## src/rtl/spdif_aes3_receiver_pkg.sv

```systemverilog
// Shared types and constants for the S/PDIF/AES3 biphase-mark receiver.
// Pulse classes, FSM states, preamble kinds and the preamble pulse signatures.
package spdif_aes3_receiver_pkg;

   typedef enum logic [1:0] {T1, T2, T3, BAD} pulse_t;
   typedef enum logic [1:0] {HUNT, PRE, DATA} rx_state_t;
   typedef enum logic [1:0] {PRE_X, PRE_Y, PRE_Z} pre_kind_t;
   typedef enum logic {LEFT, RIGHT} subframe_t;

   // Three pulses that follow the leading T3 of each preamble, first pulse in the MSBs.
   localparam logic [5:0] PAT_X = {T3, T1, T1};
   localparam logic [5:0] PAT_Y = {T2, T1, T2};
   localparam logic [5:0] PAT_Z = {T1, T1, T3};

   localparam logic [4:0] SLOT_FIRST = 5'd4;
   localparam logic [4:0] SLOT_LAST  = 5'd31;

endpackage

```

## src/rtl/spdif_aes3_pulse_meter.sv

```systemverilog
// Synchronises the line, finds edges and classifies the width between them.
// Latency: line edge to pulse_vld is 3 clk. No backpressure: one result per edge or saturation.
module spdif_aes3_pulse_meter
   import spdif_aes3_receiver_pkg::*;
#(
   parameter int OVS = 4
) (
   input  logic   clk,
   input  logic   rst_n,
   input  logic   rx_i,
   output logic   pulse_vld,
   output pulse_t pulse_dat
);

   localparam int CW = $clog2(4 * OVS + 2);
   localparam logic [CW-1:0] SAT    = CW'(4 * OVS);
   localparam logic [CW-1:0] SAT_M1 = CW'(4 * OVS - 1);
   // Thresholds are compared against 2*w so odd OVS/2 boundaries stay exact.
   localparam logic [CW:0] TH_1 = (CW + 1)'(OVS);
   localparam logic [CW:0] TH_3 = (CW + 1)'(3 * OVS);
   localparam logic [CW:0] TH_5 = (CW + 1)'(5 * OVS);
   localparam logic [CW:0] TH_7 = (CW + 1)'(7 * OVS);

   logic          sync_1, sync_2, sync_3;
   logic          edge_det;
   logic [CW-1:0] cnt;
   logic [CW-1:0] width;
   logic [CW:0]   width_x2;
   pulse_t        cls;

   assign edge_det = sync_2 ^ sync_3;
   assign width    = cnt + CW'(1);
   assign width_x2 = {width, 1'b0};

   always_comb begin
      cls = BAD;
      if (width_x2 < TH_1)      cls = BAD;
      else if (width_x2 < TH_3) cls = T1;
      else if (width_x2 < TH_5) cls = T2;
      else if (width_x2 < TH_7) cls = T3;
   end

   always_ff @(posedge clk) begin
      if (!rst_n) begin
         sync_1    <= 1'b0;
         sync_2    <= 1'b0;
         sync_3    <= 1'b0;
         cnt       <= '0;
         pulse_vld <= 1'b0;
         pulse_dat <= T1;
      end else begin
         sync_1    <= rx_i;
         sync_2    <= sync_1;
         sync_3    <= sync_2;
         pulse_vld <= 1'b0;
         if (edge_det) begin
            cnt       <= '0;
            pulse_vld <= 1'b1;
            pulse_dat <= cls;
         end else if (cnt < SAT) begin
            cnt <= cnt + CW'(1);
            if (cnt == SAT_M1) begin
               pulse_vld <= 1'b1;
               pulse_dat <= BAD;
            end
         end
      end
   end

endmodule

```

## src/rtl/spdif_aes3_receiver.sv

```systemverilog
// Decodes biphase-mark subframes into paired {R,L} PCM samples with V/U/C status and lock.
// Latency: sample_valid_o 1 clk after the right subframe's last pulse is classified. No backpressure.
module spdif_aes3_receiver
   import spdif_aes3_receiver_pkg::*;
#(
   parameter int SAMPLE_WIDTH = 16,
   parameter int OVS          = 4
) (
   input  logic                      clk,
   input  logic                      rst_n,
   input  logic                      rx_i,
   output logic [2*SAMPLE_WIDTH-1:0] sample_o,
   output logic                      sample_valid_o,
   output logic                      block_start_o,
   output logic [5:0]                status_o,
   output logic                      parity_err_o,
   output logic                      locked_o
);

   localparam int AUD_LSB = (SAMPLE_WIDTH == 24) ? 0 : 4;

   assert property (@(posedge clk)
      (SAMPLE_WIDTH == 16 || SAMPLE_WIDTH == 20 || SAMPLE_WIDTH == 24) && OVS >= 4 && (OVS % 2) == 0);

   logic      pulse_vld;
   pulse_t    pulse_dat;

   rx_state_t state;
   logic [3:0] pre_buf;
   logic [1:0] pre_cnt;
   pre_kind_t kind_q;
   logic [4:0] slot;
   logic       half;
   logic [26:0] sr;
   logic [SAMPLE_WIDTH-1:0] left_smp;
   logic [2:0] left_vuc;
   logic       left_ok;
   logic       z_flag;
   logic [1:0] good_cnt;

   logic       bit_done, bit_val, code_err, pre_hit, sub_end;
   pre_kind_t  pre_kind;
   logic [5:0] pre_pat;
   logic [27:0] word;
   subframe_t  side;

   spdif_aes3_pulse_meter #(.OVS(OVS)) u_meter (
      .clk       (clk),
      .rst_n     (rst_n),
      .rx_i      (rx_i),
      .pulse_vld (pulse_vld),
      .pulse_dat (pulse_dat)
   );

   always_comb begin
      bit_done = 1'b0;
      bit_val  = 1'b0;
      code_err = 1'b0;
      pre_hit  = 1'b0;
      pre_kind = PRE_X;
      pre_pat  = {pre_buf, pulse_dat};
      if (pulse_vld) begin
         case (state)
            PRE: begin
               if (pulse_dat == BAD) code_err = 1'b1;
               else if (pre_cnt == 2'd2) begin
                  if (pre_pat == PAT_X) begin
                     pre_hit = 1'b1;
                     pre_kind = PRE_X;
                  end else if (pre_pat == PAT_Y) begin
                     pre_hit = 1'b1;
                     pre_kind = PRE_Y;
                  end else if (pre_pat == PAT_Z) begin
                     pre_hit = 1'b1;
                     pre_kind = PRE_Z;
                  end else code_err = 1'b1;
               end
            end
            DATA: begin
               // A lone T1 opens a '1' cell; only a second T1 may close it.
               if (half) begin
                  if (pulse_dat == T1) begin
                     bit_done = 1'b1;
                     bit_val  = 1'b1;
                  end else code_err = 1'b1;
               end else if (pulse_dat == T2) bit_done = 1'b1;
               else if (pulse_dat != T1) code_err = 1'b1;
            end
            default: ;
         endcase
      end
   end

   assign word    = {bit_val, sr};
   assign sub_end = bit_done && (slot == SLOT_LAST);
   assign side    = (kind_q == PRE_Y) ? RIGHT : LEFT;

   always_ff @(posedge clk) begin
      if (!rst_n) begin
         state          <= HUNT;
         pre_buf        <= '0;
         pre_cnt        <= '0;
         kind_q         <= PRE_X;
         slot           <= '0;
         half           <= 1'b0;
         sr             <= '0;
         left_smp       <= '0;
         left_vuc       <= '0;
         left_ok        <= 1'b0;
         z_flag         <= 1'b0;
         good_cnt       <= '0;
         sample_o       <= '0;
         sample_valid_o <= 1'b0;
         block_start_o  <= 1'b0;
         status_o       <= '0;
         parity_err_o   <= 1'b0;
         locked_o       <= 1'b0;
      end else begin
         sample_valid_o <= 1'b0;
         parity_err_o   <= 1'b0;
         if (pulse_vld) begin
            case (state)
               HUNT: if (pulse_dat == T3) begin
                  state   <= PRE;
                  pre_cnt <= '0;
               end
               PRE: if (pre_hit) begin
                  state  <= DATA;
                  kind_q <= pre_kind;
                  slot   <= SLOT_FIRST;
                  half   <= 1'b0;
               end else if (!code_err) begin
                  pre_buf <= {pre_buf[1:0], pulse_dat};
                  pre_cnt <= pre_cnt + 2'd1;
               end
               DATA: if (bit_done) begin
                  half <= 1'b0;
                  sr   <= {bit_val, sr[26:1]};
                  slot <= slot + 5'd1;
               end else if (!code_err) half <= 1'b1;
               default: state <= HUNT;
            endcase
         end

         if (code_err) begin
            state    <= HUNT;
            locked_o <= 1'b0;
            good_cnt <= '0;
            left_ok  <= 1'b0;
         end

         if (sub_end) begin
            state <= HUNT;
            if (^word) begin
               parity_err_o <= 1'b1;
               left_ok      <= 1'b0;
               locked_o     <= 1'b0;
               good_cnt     <= '0;
            end else begin
               if (good_cnt != 2'd2) good_cnt <= good_cnt + 2'd1;
               locked_o <= (good_cnt != 2'd0);
               if (side == LEFT) begin
                  left_smp <= word[AUD_LSB +: SAMPLE_WIDTH];
                  left_vuc <= {word[24], word[25], word[26]};
                  left_ok  <= 1'b1;
                  z_flag   <= (kind_q == PRE_Z);
               end else if (left_ok) begin
                  sample_o       <= {word[AUD_LSB +: SAMPLE_WIDTH], left_smp};
                  status_o       <= {word[24], word[25], word[26], left_vuc};
                  block_start_o  <= z_flag;
                  sample_valid_o <= 1'b1;
                  left_ok        <= 1'b0;
               end
            end
         end
      end
   end

endmodule

```

## config.mk

```make
export PLATFORM = sky130hd
export DESIGN_NAME = spdif_aes3_receiver
export DESIGN_NICKNAME = d
export VERILOG_FILES = /design/src/rtl/spdif_aes3_receiver_pkg.sv /design/src/rtl/spdif_aes3_pulse_meter.sv /design/src/rtl/spdif_aes3_receiver.sv
export SDC_FILE = /design/constraint.sdc
export NUM_CORES = 1
export LEC_CHECK = 0
export ABC_AREA = 1
export CAP_MARGIN = 20
export CORE_MARGIN = 4
export CORE_UTILIZATION = 39
export DETAILED_ROUTE_END_ITERATION = 8
export GPL_TIMING_DRIVEN = 0
export PLACE_DENSITY = 0.64
export SLEW_MARGIN = 15
export SYNTH_ARGS = -nofsm -noshare
export SYNTH_HDL_FRONTEND = slang
export SYNTH_SLANG_ARGS = --single-unit
```

## constraint.sdc

```tcl
create_clock -name clk -period 3.05 [get_ports clk]
set_clock_uncertainty 0.2 [all_clocks]
set_input_delay 0.61 -clock clk [delete_from_list [all_inputs] [get_ports clk]]
set_output_delay 0.61 -clock clk [all_outputs]
set_load 0.005 [all_outputs]
```

==> out/metrics.yaml, run 1 <==
outcome: "completed"
maxCapViolCount: 0
fin_area_um2: 6800
clock-root-buffer: "clkbuf_16"
path_delay_family: "simple AND/OR/NAND/NOR gates"
grtUsageTotal_pct: 17.1
synth_cell_types: 30
portBuffers: 43
worstPathArrival_ps: 2720
met2_usage_pct: 28.4
grt-busiest-layer: "met2"
min_period_ps: 2620
drt_wl_total_um: 12800
crit_type: "reg -> reg"
post_dp_cell_area_um2: 6170
gp_congestion: 0.800
cts.repair.resized: 0
crit_chain: "inv_1 -> ha_1 -> nand2_2 -> nor2_2 -> nand2_1 -> nand2_2 -> nand2_1 -> nand2_1 -> nand2_1 -> nand2_1 -> inv_2 -> nor2_2 -> nand2_2 -> nand2_4 -> nand3_4 -> buf_6 -> buf_6 -> nor2_1 -> nor2_1"
setup_violations: 0
die_area_um2: 16100
cts_max_level: 4
async_reset_ff_share_pct: 0
intPower_mw: 3.04
cts_sinks: 119
period_share_pct: 85.8
worstPathBufferInverterCount: 4
synthTopCellsByCount: "269 x nand2_1, 147 x nor2_1, 119 x dfxtp_1"
cts_buffer_depth: 2
syn-num-nets: 855
cts_buffers: 17
ys_seq_area_share_pct: 43.2
tritoncts: "built"
setup_ws_ps: 434
clock_latency_ps: 420
die_y_um: 127
crit_path_frequent_cell: "nand2_1"
drc: 0
antenna_found_initial: 0
dp_hpwl_um: 9090
slew_headroom_pct: 58.3
start_kind: "flop"
timing.setup.tns_ps: 0
viasPerCell: 4.54
worstPathMaxFanout: 10
slowest_delay_ps: 310
seqPwrFrac_pct: 41.4
core_region_area_um2: 13900
power_frac_comb_pct: 2.3
powerDensity_nw_per_um2: 559
clockPowerShare_pct: 56.3
syn-instance-count: 843
grt_pass1_wl_um: 22300
synth_most_common_cell: "nand2_1"
synth-edff-count: 0
initial_utilization_pct: 39.7
grt_util_met1_pct: 22.0
first_pass_iters: 5
synth_ff_type: "dfxtp_1"
synth-seq-cells: 119
syn_avg_cell_area_um2: 6.54
finalPower_mw: 3.80
final_core_util_pct: 49.0
ir_drop_mv: 0.351
holdCritPathClass: "reg -> reg"
drive_gt1_share_pct: 6.75
timing.fmax_mhz: 382
grt_use_met3_pct: 4.42
grt_max_degree: 17
cp.required_ps: 3160
rsz0062_at_grt: "false"
pre_cts_ws_ps: 429
ios: 45
grt_overflow: 0
p_leak_nw: 3.40
yosysWarnings: 0
num_antenna_cells: 0
ant_nets: 0
hold_buffers: 0
first_global_vias: 4733
areaGrowthSynthToFinish_pct: 23.4
vias: 4981
synth_area_leader_cell: "dfxtp_1"
synth.area.top_cells: "dfxtp_1 43%, nand2_1 18%, nor2_1 10%, inv_1 7.8%, a21oi_1 3.7%"
cpMaxStageDelayCell: "dfxtp_1"
drtIter0Drc: 328
wl_per_cell_um: 11.7
cts.clk_slew.worst_paths_ps: 60
maxSlewViolCount: 0
die_x_um: 127
hold_viol: 0
switching_share_pct: 20.1
nets: 917
row_count: 43
nFillCells: 1410
yosysTopAreaCellShare_pct: 43.2
worst_slew_pin_slew_ps: 626
postCtsSetupBuffers: 0
critPathCaptureType: "flop"
power_switching_mw: 0.762
mappedNetlistArea_um2: 5510
kinds of logic (layout without fill, tap and decap cells):
logic type / count (synthesis) / in the layout / share of synthesized area (%)
flops: 119 / 119 / 43.2
buf+inv: 150 / 225 / 10.8
compound gates: 86 / 86 / 8.15
fa+ha+maj: 9 / 9 / 2.04
xor+xnor: 13 / 13 / 2.07
simple gates: 466 / 466 / 33.7
cell usage in the layout (no fill, tap or decap), types with 2 or more instances in the layout:
| cell type | count |
|---|---|
| a211oi_1 | 4 |
| a21oi_1 | 41 |
| buf_2 | 11 |
| buf_6 | 2 |
| bufinv_16 | 4 |
| clkbuf_1 | 20 |
| clkbuf_16 | 17 |
| clkbuf_8 | 4 |
| clkdlybuf4s50_1 | 43 |
| clkinv_2 | 3 |
| dfxtp_1 | 119 |
| ha_1 | 9 |
| inv_1 | 114 |
| inv_2 | 3 |
| nand2_1 | 269 |
| nand2_2 | 3 |
| nand3_1 | 23 |
| nand4_1 | 6 |
| nor2_1 | 147 |
| nor2_2 | 9 |
| nor3_1 | 5 |
| o21ai_0 | 37 |
| xnor2_1 | 6 |
| xor2_1 | 7 |
power by group through the flow:
stage	Combinational [mW]	Sequential (mW)	Clock (mW)
after detailed placement	0.0868	1.61	0
after floorplan	0.0614	1.60	0
after global routing	0.101	1.57	2.25
final	0.0867	1.57	2.14
after CTS	0.0875	1.57	2.18
after global placement	0.0863	1.61	0
final timing paths:
path / start / slack, ps / cells past startpoint / end
setup / recovery: state[0] / 430 / 19 / sample_o[30]
hold / removal: u_meter.sync_1 / 230 / 2 / u_meter.sync_2
setup reg to reg: state[0] / 430 / 19 / sample_o[30]
hold reg to reg: u_meter.sync_1 / 230 / 2 / u_meter.sync_2
routing by layer:
metal  part of all wire, %  vias up  routed length [µm]
met5                     0        -                   0
met4                   1.1        0                 138
met3                   4.5       13                 583
met2                    46       87                5900
met1                    48     2200                6210
li1                      -     2681                   -
final cells by class:
| cell class | count | area (µm²) | area share [%] |
|---|---|---|---|
| flip-flops and latches | 119 | 2380 | 35.0 |
| multi-input cells | 574 | 2530 | 37.3 |
| plain buffers | 32 | 150 | 2.21 |
| clock inverters | 8 | 143 | 2.10 |
| clock buffers | 24 | 492 | 7.23 |
| well taps | 180 | 225 | 3.31 |
| inverters | 118 | 443 | 6.51 |
| repair buffers | 43 | 430 | 6.33 |
worst min-delay path, cell delays in order, from the launching register on:
cell,delay (ps)
dfxtp_1,300
nand2_1,50
inv_1,40
metrics by stage:
step | cells | hold WS (ps)
floorplan | 843 | 190
global placement | 1066 | 207
detailed placement | 1066 | 211
CTS | 1098 | 233
global route | 1098 | 252
finish | 1098 | 230
flip-flops by register name (all words and copies together) (netlist names), 2 cells and up:
register	flops
status_o	6
good_cnt	2
pre_buf	4
state	2
sr	27
u_meter.pulse_dat	2
left_vuc	3
pre_cnt	2
u_meter.cnt	5
sample_o	32
kind_q	2
slot	5
left_smp	16
Note: power is estimated with default switching activity, not from simulation.
==> run 2: changes to the inputs <==
--- a/config.mk
+++ b/config.mk
@@ -7,7 +7,6 @@
 export LEC_CHECK = 0
 export ABC_AREA = 1
 export CAP_MARGIN = 20
-export CORE_MARGIN = 4
 export CORE_UTILIZATION = 39
 export DETAILED_ROUTE_END_ITERATION = 8
 export GPL_TIMING_DRIVEN = 0
==> out/metrics.yaml, run 2 (same netlist as run 1, synthesis figures left out) <==
cts_buffer_depth: 2
power_switching_mw: 0.794
cts_sinks: 119
cpMaxStageDelayCell: "dfxtp_1"
grt_overflow: 0
crit_chain: "inv_1 -> ha_1 -> nand2_2 -> nor2_2 -> nand2_1 -> nand2_2 -> nand2_1 -> nand2_1 -> nand2_1 -> nand2_1 -> inv_2 -> nor2_2 -> nand2_2 -> nand2_4 -> nand3_4 -> buf_6 -> buf_6 -> nor2_1 -> nor2_1"
intPower_mw: 3.05
start_kind: "flop"
first_pass_iters: 6
seqPwrFrac_pct: 40.9
die_area_um2: 14600
worstPathBufferInverterCount: 4
clock-root-buffer: "clkbuf_16"
tritoncts: "built"
power_frac_comb_pct: 2.2
wl_per_cell_um: 11.6
ir_drop_mv: 0.396
initial_utilization_pct: 39.9
slew_headroom_pct: 63.9
worstPathMaxFanout: 10
pre_cts_ws_ps: 468
portBuffers: 43
drc: 0
period_share_pct: 84.6
holdCritPathClass: "reg -> reg"
die_y_um: 121
cts.repair.resized: 0
antenna_found_initial: 0
final_common_cell: "nand2_1"
maxSlewViolCount: 0
switching_share_pct: 20.6
nets: 917
worstPathArrival_ps: 2680
core_region_area_um2: 13800
slowest_delay_ps: 310
grt_pass1_wl_um: 21400
largest_reg_flops: 32
row_count: 43
rsz0062_at_grt: "false"
dp_hpwl_um: 8950
drt_wl_total_um: 12700
ios: 45
die_x_um: 121
postCtsSetupBuffers: 0
worst_slew_pin_slew_ps: 542
layout_common_cells: "269 x nand2_1, 147 x nor2_1, 119 x dfxtp_1, 114 x inv_1, 43 x clkdlybuf4s50_1"
cts_max_level: 4
regMostFlops: "sample_o"
hold_viol: 0
outcome: "completed"
crit_type: "reg -> reg"
maxCapViolCount: 0
gp_congestion: 0.823
final_cell_count_no_fill: 1098
viasPerCell: 4.52
drtIter0Drc: 275
setup_violations: 0
areaGrowthSynthToFinish_pct: 23.6
timing.fmax_mhz: 388
cp.required_ps: 3150
timing.setup.tns_ps: 0
crit_path_frequent_cell: "nand2_1"
placed_cells: 1066
clockPowerShare_pct: 56.9
num_antenna_cells: 0
nFillCells: 1405
ff2ff_setup_slack_ps: 470
first_global_vias: 4610
cts.clk_slew.worst_paths_ps: 60
powerDensity_nw_per_um2: 565
setup_ws_ps: 471
clock_latency_ps: 410
path_delay_family: "simple AND/OR/NAND/NOR gates"
grt_max_degree: 17
grtUsageTotal_pct: 18.6
seq_area_um2: 2380
p_leak_nw: 3.40
min_period_ps: 2580
hold_buffers: 0
drive_gt1_share_pct: 6.97
cts_buffers: 17
vias: 4965
largestRegisters: "sample_o: 32 flops, sr: 27 flops, left_smp: 16 flops"
whs_ps: 216
multiInputGateArea_um2: 2530
critPathCaptureType: "flop"
ant_nets: 0
## run 2: power groups by stage
stage,registers [mW],logic (mW),clock network [mW]
2_1_floorplan,1.60,0.0614,0
3_3_place_gp,1.61,0.0857,0
3_5_place_dp,1.61,0.0864,0
4_1_cts,1.57,0.0872,2.23
5_1_grt,1.57,0.100,2.29
6_report,1.57,0.0864,2.19
## run 2: worst paths after layout
check                 start             end  cells after the start
max                state[0]    sample_o[30]                     19
min          u_meter.sync_1  u_meter.sync_2                      2
max reg2reg        state[0]    sample_o[30]                     19
min reg2reg  u_meter.sync_1  u_meter.sync_2                      2
## run 2: metal layers
metal  vias up  global-route usage (%)  wire length, µm  part of all wire (%)
li1       2686                       -                -                     -
met1      2179                    23.2             6090                    48
met2        82                    31.6             5920                    47
met3        18                    4.46              484                   3.8
met4         0                    5.63              188                   1.5
met5         -                       0                0                     0
## run 2: cell type report
class	count	area share, %
buffer	32	2.20
clock buffer	19	6.50
clock inverter	13	2.98
inverter	118	6.50
multi-input combinational	574	37.2
sequential	119	35.0
tap	180	3.31
timing repair buffer	43	6.32
## run 2: tightest hold or removal path, delay by kind of cell, from the launching register on
family	cells	cell delay, ps
buffers and inverters	1	40
DFF	1	300
and+or+nand+nor	1	50
## run 2: through the flow
step                      util (%)  power, mW  instance area [µm²]
after global placement        44.6       1.69                 6170
final                         49.3       3.85                 6810
after global routing          49.3       3.96                 6810
after detailed placement      44.6       1.69                 6170
after floorplan                  -       1.67                 5510
after CTS                     49.3       3.89                 6810
